===== config.mk =====
export PLATFORM = sky130hd
export DESIGN_NAME = intr_ctrl_flat
export DESIGN_NICKNAME = d
export VERILOG_FILES = /design/src/rtl/intr_ctrl_if.sv /design/src/rtl/intr_ctrl.sv /design/src/flat_wrapper.sv
export SDC_FILE = /design/constraint.sdc
export NUM_CORES = 1
export LEC_CHECK = 0
export CAP_MARGIN = 0
export CORE_ASPECT_RATIO = 0.5
export CORE_UTILIZATION = 35
export CTS_BUF_LIST = sky130_fd_sc_hd__clkbuf_8
export DETAILED_ROUTE_END_ITERATION = 8
export PLACE_DENSITY = 0.87
export SLEW_MARGIN = 20
export SYNTH_ARGS = -nofsm -noshare
export SYNTH_HDL_FRONTEND = slang
export SYNTH_SLANG_ARGS = --single-unit

===== constraint.sdc =====
create_clock -name clk_i -period 5.4 [get_ports clk_i]
set_clock_uncertainty 0.15 [all_clocks]
set_input_delay 1.08 -clock clk_i [delete_from_list [all_inputs] [get_ports clk_i]]
set_output_delay 1.08 -clock clk_i [all_outputs]
set_load 0.005 [all_outputs]

===== src/rtl/intr_ctrl_if.sv =====
// CSR write port driven by the trap sequencer into the CSR register file.
// One full-register write per cycle while we is high.
interface intr_ctrl_if #(
    parameter int DW    = 32,
    parameter int ADDRW = 12
);
    logic             we;
    logic [ADDRW-1:0] addr;
    logic [DW-1:0]    wdata;

    modport master (output we, output addr, output wdata);
    modport slave  (input  we, input  addr, input  wdata);
endinterface


===== src/rtl/intr_ctrl.sv =====
// Machine-mode trap sequencer: takes timer/external interrupts at an instruction
// boundary, saves mepc/mcause/mstatus one per cycle, and sequences MRET.
module intr_ctrl #(
    parameter int DW        = 32,
    parameter int ADDRW     = 12,
    parameter int MEI_CAUSE = 11,
    parameter int MTI_CAUSE = 7
) (
    input  logic              clk_i,
    input  logic              rst_i,
    input  logic              t_intr_i,
    input  logic              e_intr_i,
    input  logic              is_mret_i,
    input  logic              commit_valid_i,
    input  logic [DW-1:0]     commit_pc_i,
    input  logic [DW-1:0]     mstatus_i,
    input  logic [DW-1:0]     mie_i,
    input  logic [DW-1:0]     mtvec_i,
    input  logic [DW-1:0]     mepc_i,
    intr_ctrl_if.master       csr_o,
    output logic              stall_o,
    output logic              flush_o,
    output logic              redirect_o,
    output logic [DW-1:0]     pc_o,
    output logic              busy_o
);

    typedef enum logic [2:0] {
        IDLE, WAIT_BND, W_EPC, W_CAUSE, W_STAT, REDIR, MRET_ST, MRET_RD
    } state_e;

    state_e        state_q, state_d;
    logic          is_ext_q, is_ext_d;
    logic [DW-1:0] pc_q, pc_d;

    logic          ext_ok, tim_ok, take;
    logic [DW-1:0] cause_val, vec_base, trap_target;
    logic          unused_bits;

    // Trap entry: MPIE takes the old MIE, MIE is cleared so no nested trap is taken.
    function automatic logic [DW-1:0] trap_mstatus(input logic [DW-1:0] s);
        logic [DW-1:0] r;
        r    = s;
        r[7] = s[3];
        r[3] = 1'b0;
        return r;
    endfunction

    function automatic logic [DW-1:0] mret_mstatus(input logic [DW-1:0] s);
        logic [DW-1:0] r;
        r    = s;
        r[3] = s[7];
        r[7] = 1'b1;
        return r;
    endfunction

    assign ext_ok = e_intr_i & mie_i[11] & mstatus_i[3];
    assign tim_ok = t_intr_i & mie_i[7]  & mstatus_i[3];
    assign take   = ext_ok | tim_ok;

    assign cause_val   = is_ext_q ? DW'(MEI_CAUSE) : DW'(MTI_CAUSE);
    assign vec_base    = {mtvec_i[DW-1:2], 2'b00};
    assign trap_target = (mtvec_i[1:0] == 2'b01) ? vec_base + (cause_val << 2) : vec_base;

    assign unused_bits = ^{mie_i, cause_val[DW-1]};

    always_ff @(posedge clk_i) begin
        if (rst_i) begin
            state_q <= IDLE;
        end else begin
            state_q <= state_d;
        end
    end

    // Datapath holding registers carry no reset; they are only read after being loaded.
    always_ff @(posedge clk_i) begin
        pc_q     <= pc_d;
        is_ext_q <= is_ext_d;
    end

    always_comb begin
        state_d     = state_q;
        pc_d        = pc_q;
        is_ext_d    = is_ext_q;
        csr_o.we    = 1'b0;
        csr_o.addr  = '0;
        csr_o.wdata = '0;
        stall_o     = 1'b0;
        flush_o     = 1'b0;
        redirect_o  = 1'b0;
        pc_o        = '0;
        busy_o      = (state_q != IDLE);

        unique case (state_q)
            IDLE: begin
                if (is_mret_i) begin
                    state_d = MRET_ST;
                end else if (take) begin
                    is_ext_d = ext_ok;
                    state_d  = WAIT_BND;
                end
            end
            WAIT_BND: begin
                stall_o = 1'b1;
                if (commit_valid_i) begin
                    pc_d    = commit_pc_i;
                    state_d = W_EPC;
                end
            end
            W_EPC: begin
                stall_o     = 1'b1;
                csr_o.we    = 1'b1;
                csr_o.addr  = ADDRW'(12'h341);
                csr_o.wdata = pc_q;
                state_d     = W_CAUSE;
            end
            W_CAUSE: begin
                stall_o     = 1'b1;
                csr_o.we    = 1'b1;
                csr_o.addr  = ADDRW'(12'h342);
                csr_o.wdata = {1'b1, cause_val[DW-2:0]};
                state_d     = W_STAT;
            end
            W_STAT: begin
                stall_o     = 1'b1;
                csr_o.we    = 1'b1;
                csr_o.addr  = ADDRW'(12'h300);
                csr_o.wdata = trap_mstatus(mstatus_i);
                state_d     = REDIR;
            end
            REDIR: begin
                redirect_o = 1'b1;
                flush_o    = 1'b1;
                pc_o       = trap_target;
                state_d    = IDLE;
            end
            MRET_ST: begin
                stall_o     = 1'b1;
                csr_o.we    = 1'b1;
                csr_o.addr  = ADDRW'(12'h300);
                csr_o.wdata = mret_mstatus(mstatus_i);
                state_d     = MRET_RD;
            end
            MRET_RD: begin
                redirect_o = 1'b1;
                flush_o    = 1'b1;
                pc_o       = mepc_i;
                state_d    = IDLE;
            end
            default: state_d = IDLE;
        endcase
    end

endmodule

===== src/flat_wrapper.sv =====
// flat-port wrapper written by rule: the top's interface ports become plain ports
module intr_ctrl_flat 
#(
    parameter int DW        = 32,
    parameter int ADDRW     = 12,
    parameter int MEI_CAUSE = 11,
    parameter int MTI_CAUSE = 7
)
  (clk_i, rst_i, t_intr_i, e_intr_i, is_mret_i, commit_valid_i, commit_pc_i, mstatus_i, mie_i, mtvec_i, mepc_i, stall_o, flush_o, redirect_o, pc_o, busy_o, csr_o_we, csr_o_addr, csr_o_wdata);
  intr_ctrl_if #(.DW(DW), .ADDRW(ADDRW)) csr_o_i ();
  input  logic clk_i;
  input  logic rst_i;
  input  logic t_intr_i;
  input  logic e_intr_i;
  input  logic is_mret_i;
  input  logic commit_valid_i;
  input  logic [DW-1:0] commit_pc_i;
  input  logic [DW-1:0] mstatus_i;
  input  logic [DW-1:0] mie_i;
  input  logic [DW-1:0] mtvec_i;
  input  logic [DW-1:0] mepc_i;
  output logic stall_o;
  output logic flush_o;
  output logic redirect_o;
  output logic [DW-1:0] pc_o;
  output logic busy_o;
  output wire logic [$bits(csr_o_i.we)-1:0] csr_o_we;
  output wire logic [$bits(csr_o_i.addr)-1:0] csr_o_addr;
  output wire logic [$bits(csr_o_i.wdata)-1:0] csr_o_wdata;
  assign csr_o_we = csr_o_i.we;
  assign csr_o_addr = csr_o_i.addr;
  assign csr_o_wdata = csr_o_i.wdata;
  intr_ctrl #(.DW(DW), .ADDRW(ADDRW), .MEI_CAUSE(MEI_CAUSE), .MTI_CAUSE(MTI_CAUSE)) u_core (.clk_i(clk_i), .rst_i(rst_i), .t_intr_i(t_intr_i), .e_intr_i(e_intr_i), .is_mret_i(is_mret_i), .commit_valid_i(commit_valid_i), .commit_pc_i(commit_pc_i), .mstatus_i(mstatus_i), .mie_i(mie_i), .mtvec_i(mtvec_i), .mepc_i(mepc_i), .csr_o(csr_o_i), .stall_o(stall_o), .flush_o(flush_o), .redirect_o(redirect_o), .pc_o(pc_o), .busy_o(busy_o));
endmodule

==> impl_metrics.env <==
export IMPL_synth_mux_area_share_pct=1.864
export IMPL_setup_viol=0
export IMPL_synth_compound_area_share_pct=23.95
export IMPL_p_per_area_mw_per_mm2=241.0
export IMPL_grt_pass1_wl_um=13610
export IMPL_track_usage_pct=20.64
export IMPL_ys_warn_count=0
export IMPL_crit_chain="clkdlybuf4s50_1 > inv_1 > ha_1 > nand2b_1 > a211oi_2 > buf_4 > nand4_1 > xor2_1 > a21oi_1 > clkdlybuf4s50_1"
export IMPL_final_layout_size_suffix_gt1_share_pct=5.490
export IMPL_synth_main_ff_cell="edfxtp_1"
export IMPL_synth_most_common_cell="o21ai_0"
export IMPL_clock_fmax_mhz=206.6
export IMPL_synthAdderAreaFrac_pct=1.364
export IMPL_nets=678
export IMPL_vdd_drop_max_mv=0.2009
export IMPL_cts_tree="yes"
export IMPL_max_cap_viol_count=0
export IMPL_cp_max_fo=9
export IMPL_grt_start_max_net_pins=51
export IMPL_drtIter0Drc=127
export IMPL_viasPerCell=4.935
export IMPL_arrival_ns=3.61
export IMPL_wirelength_um=9012
export IMPL_dieArea_mm2=0.008245
export IMPL_gp_congestion=0.7534
export IMPL_cpPeakStageDelay_ns=0.55
export IMPL_min_period_ns=4.841
export IMPL_synth_seq_cells=36
export IMPL_ys_top_cells_by_area="edfxtp_1 36%, a22o_1 8.9%, xor2_1 6.4%, o21ai_0 6.2%, a21oi_1 5.3%"
export IMPL_finalMaxSlewViolations=0
export IMPL_vias=3050
export IMPL_hold_path_class="register to register"
export IMPL_cp_slowest_cell="clkdlybuf4s50_1"
export IMPL_h_tree_depth=2
export IMPL_power_leakage_nw=1.800
export IMPL_outcome="completed"
export IMPL_gr_total_overflow=0
export IMPL_seq_area_mm2=0.001051
export IMPL_die_w_um=127.4
export IMPL_area_growth_pct=82.41
export IMPL_synth_edf_count=33
export IMPL_pin_count=247
export IMPL_clk_path_buf_depth=2
export IMPL_multi_input_area_mm2=0.001556
export IMPL_cts_buffers=5
export IMPL_clk_pin_slew_ns=0.07
export IMPL_path_common_cell="clkdlybuf4s50_1"
export IMPL_drc_errors=0
export IMPL_synth_top_family_by_area="compound AO/OA/AOI/OAI gates"
export IMPL_synth_top_area_cell="edfxtp_1"
export IMPL_hpwl_um=6924
export IMPL_fin_hold_ws_ns=0.6894
export IMPL_yosys_area_share_xor_xnor_pct=8.591
export IMPL_seq_area_frac_synth_pct=38.18
export IMPL_detail_route_antenna_nets=0
export IMPL_cts_sinks=36
export IMPL_startpoint_type="input port"
export IMPL_cts_hold_buf=0
export IMPL_clock_latency_ns=0.28
export IMPL_cp_buffers_inverters=4
export IMPL_portBuffers=209
export IMPL_ctsRootBufferMaster="clkbuf_8"
export IMPL_hold_violations=0
export IMPL_cts_setup_buffers=0
export IMPL_dr_pass1_iters=4
export IMPL_final_period_utilization_pct=89.66
export IMPL_critPathTopFamily="buffers and inverters"
export IMPL_syn_inst=311
export IMPL_start_util_pct=36.90
export IMPL_drt_wirelength_per_cell_um=14.58
export IMPL_critPathRequiredTime_ns=4.17
export IMPL_async_flop_share_pct=0
export IMPL_crit_type="input port to primary output"
export IMPL_relSlewSlack_pct=43.81
export IMPL_yosys_area_share_simple_pct=19.14
export IMPL_n_fill_cell=565
export IMPL_antenna_cells=0
export IMPL_avgSynthCellArea_um2=8.851
export IMPL_core_area_mm2=0.007460
export IMPL_syn_cell_area_mm2=0.002753
export IMPL_antenna_found_initial=0
export IMPL_synth_commonest_cells="34 x o21ai_0, 33 x edfxtp_1, 29 x a21oi_1, 28 x a22o_1, 21 x nor2_1"
export IMPL_first_global_vias=2905
export IMPL_std_cell_rows=22
export IMPL_synth_top_area_share_pct=36.00
export IMPL_cts_resized=0
export IMPL_rsz0062_at_grt="false"
export IMPL_tightest_slew_ns=0.8419
export IMPL_die_y_um=64.71
export IMPL_end_kind="primary output"
export IMPL_ys_types=41
export IMPL_setup_tns_ns=0
metal layers:
layer | up-vias | GRT usage, % | wire (um)
li1 | 1542 | - | -
met1 | 1406 | 23.51 | 3668
met2 | 95 | 41.05 | 4736
met3 | 7 | 3.468 | 546
met4 | 0 | 3.571 | 61
met5 | - | 0 | 0
power breakdown:
part	leakage, nW	switching, mW	total, mW	internal (mW)
combinational	1.42	0.243	0.601	0.358
sequential	0.326	0.0422	0.383	0.341
clock	0.0593	0.0912	0.226	0.135
total	1.80	0.376	1.21	0.834
logic make-up (layout without fill, tap and decap cells):
family                     count (synthesis)  count (layout)
and+or+nand+nor                           97              97
xor gates and xnor gates                  27              27
other                                      1               7
adders and majority gates                  3               3
AOI/OAI and AO/OA                        103             103
DFF                                       36              36
muxes                                      5               5
buffers and inverters                     39             232
area by class of cell:
| class | count | share of cell area, % |
|---|---|---|
| flip-flops and latches | 36 | 20.93 |
| multi-input cells | 242 | 31.00 |
| clock inverters | 3 | 0.7725 |
| clock buffers | 5 | 1.371 |
| repair buffers | 215 | 42.56 |
| well taps | 108 | 2.691 |
| inverters | 9 | 0.6728 |
per-stage QoR:
step / util [%] / instances / setup slack [ns] / power [mW] / cell area, um^2
after global placement: 65.87 / 610 / 0.5776 / 0.9803 / 4913
after global routing: 67.31 / 618 / 0.3967 / 1.274 / 5021
after CTS: 67.31 / 618 / 0.5416 / 1.218 / 5021
final: 67.31 / 618 / 0.5586 / 1.210 / 5021
after floorplan: - / 317 / 1.451 / 0.6318 / 2775
after detailed placement: 65.87 / 610 / 0.5578 / 0.9886 / 4913
state kept, by name (all words and copies together), names as in the netlist:
register         count
u_core.state_q       3
u_core.is_ext_q      1
u_core.pc_q         32
layout by cell type (no fill, tap or decap), types with 2 or more instances in the layout:
cell type and count:
a22o_1 28, and2_1 3, clkdlybuf4s50_1 209, o21ai_0 34
a21oi_1 29, inv_1 9, xor2_1 20, ha_1 3
conb_1 7, nand2b_1 2, or2_2 2, dfxtp_1 3
xnor2_1 7, edfxtp_1 33, nand2_1 20, o211ai_1 3
nand4_1 13, buf_4 6, a211oi_1 3, a211oi_2 2
mux2i_1 4, clkbuf_8 5, or3_1 2, nand3_1 13
nor2_1 21, nor3_4 3, nor3_1 2, and3_1 8
path summary, 6_finish.rpt:
| path | startpoint | endpoint | slack (ns) | depth (start not counted) |
|---|---|---|---|---|
| max | mtvec_i[2] | pc_o[22] | 0.56 | 10 |
| min | u_core.state_q[0]$_SDFFE_PP0P_ | u_core.state_q[1]$_SDFFE_PP0P_ | 0.69 | 1 |
| max reg2reg | u_core.state_q[0]$_SDFFE_PP0P_ | u_core.pc_q[2]$_DFFE_PP_ | 2.99 | 3 |
| min reg2reg | u_core.state_q[0]$_SDFFE_PP0P_ | u_core.state_q[1]$_SDFFE_PP0P_ | 0.69 | 1 |
worst register-to-register path: stages (launching register included):
cell and delay, ns:
dfxtp_1 0.75, nand2_1 0.13, nor3_2 0.64, buf_4 0.42
No activity file was read; power rests on OpenSTA's default activity.
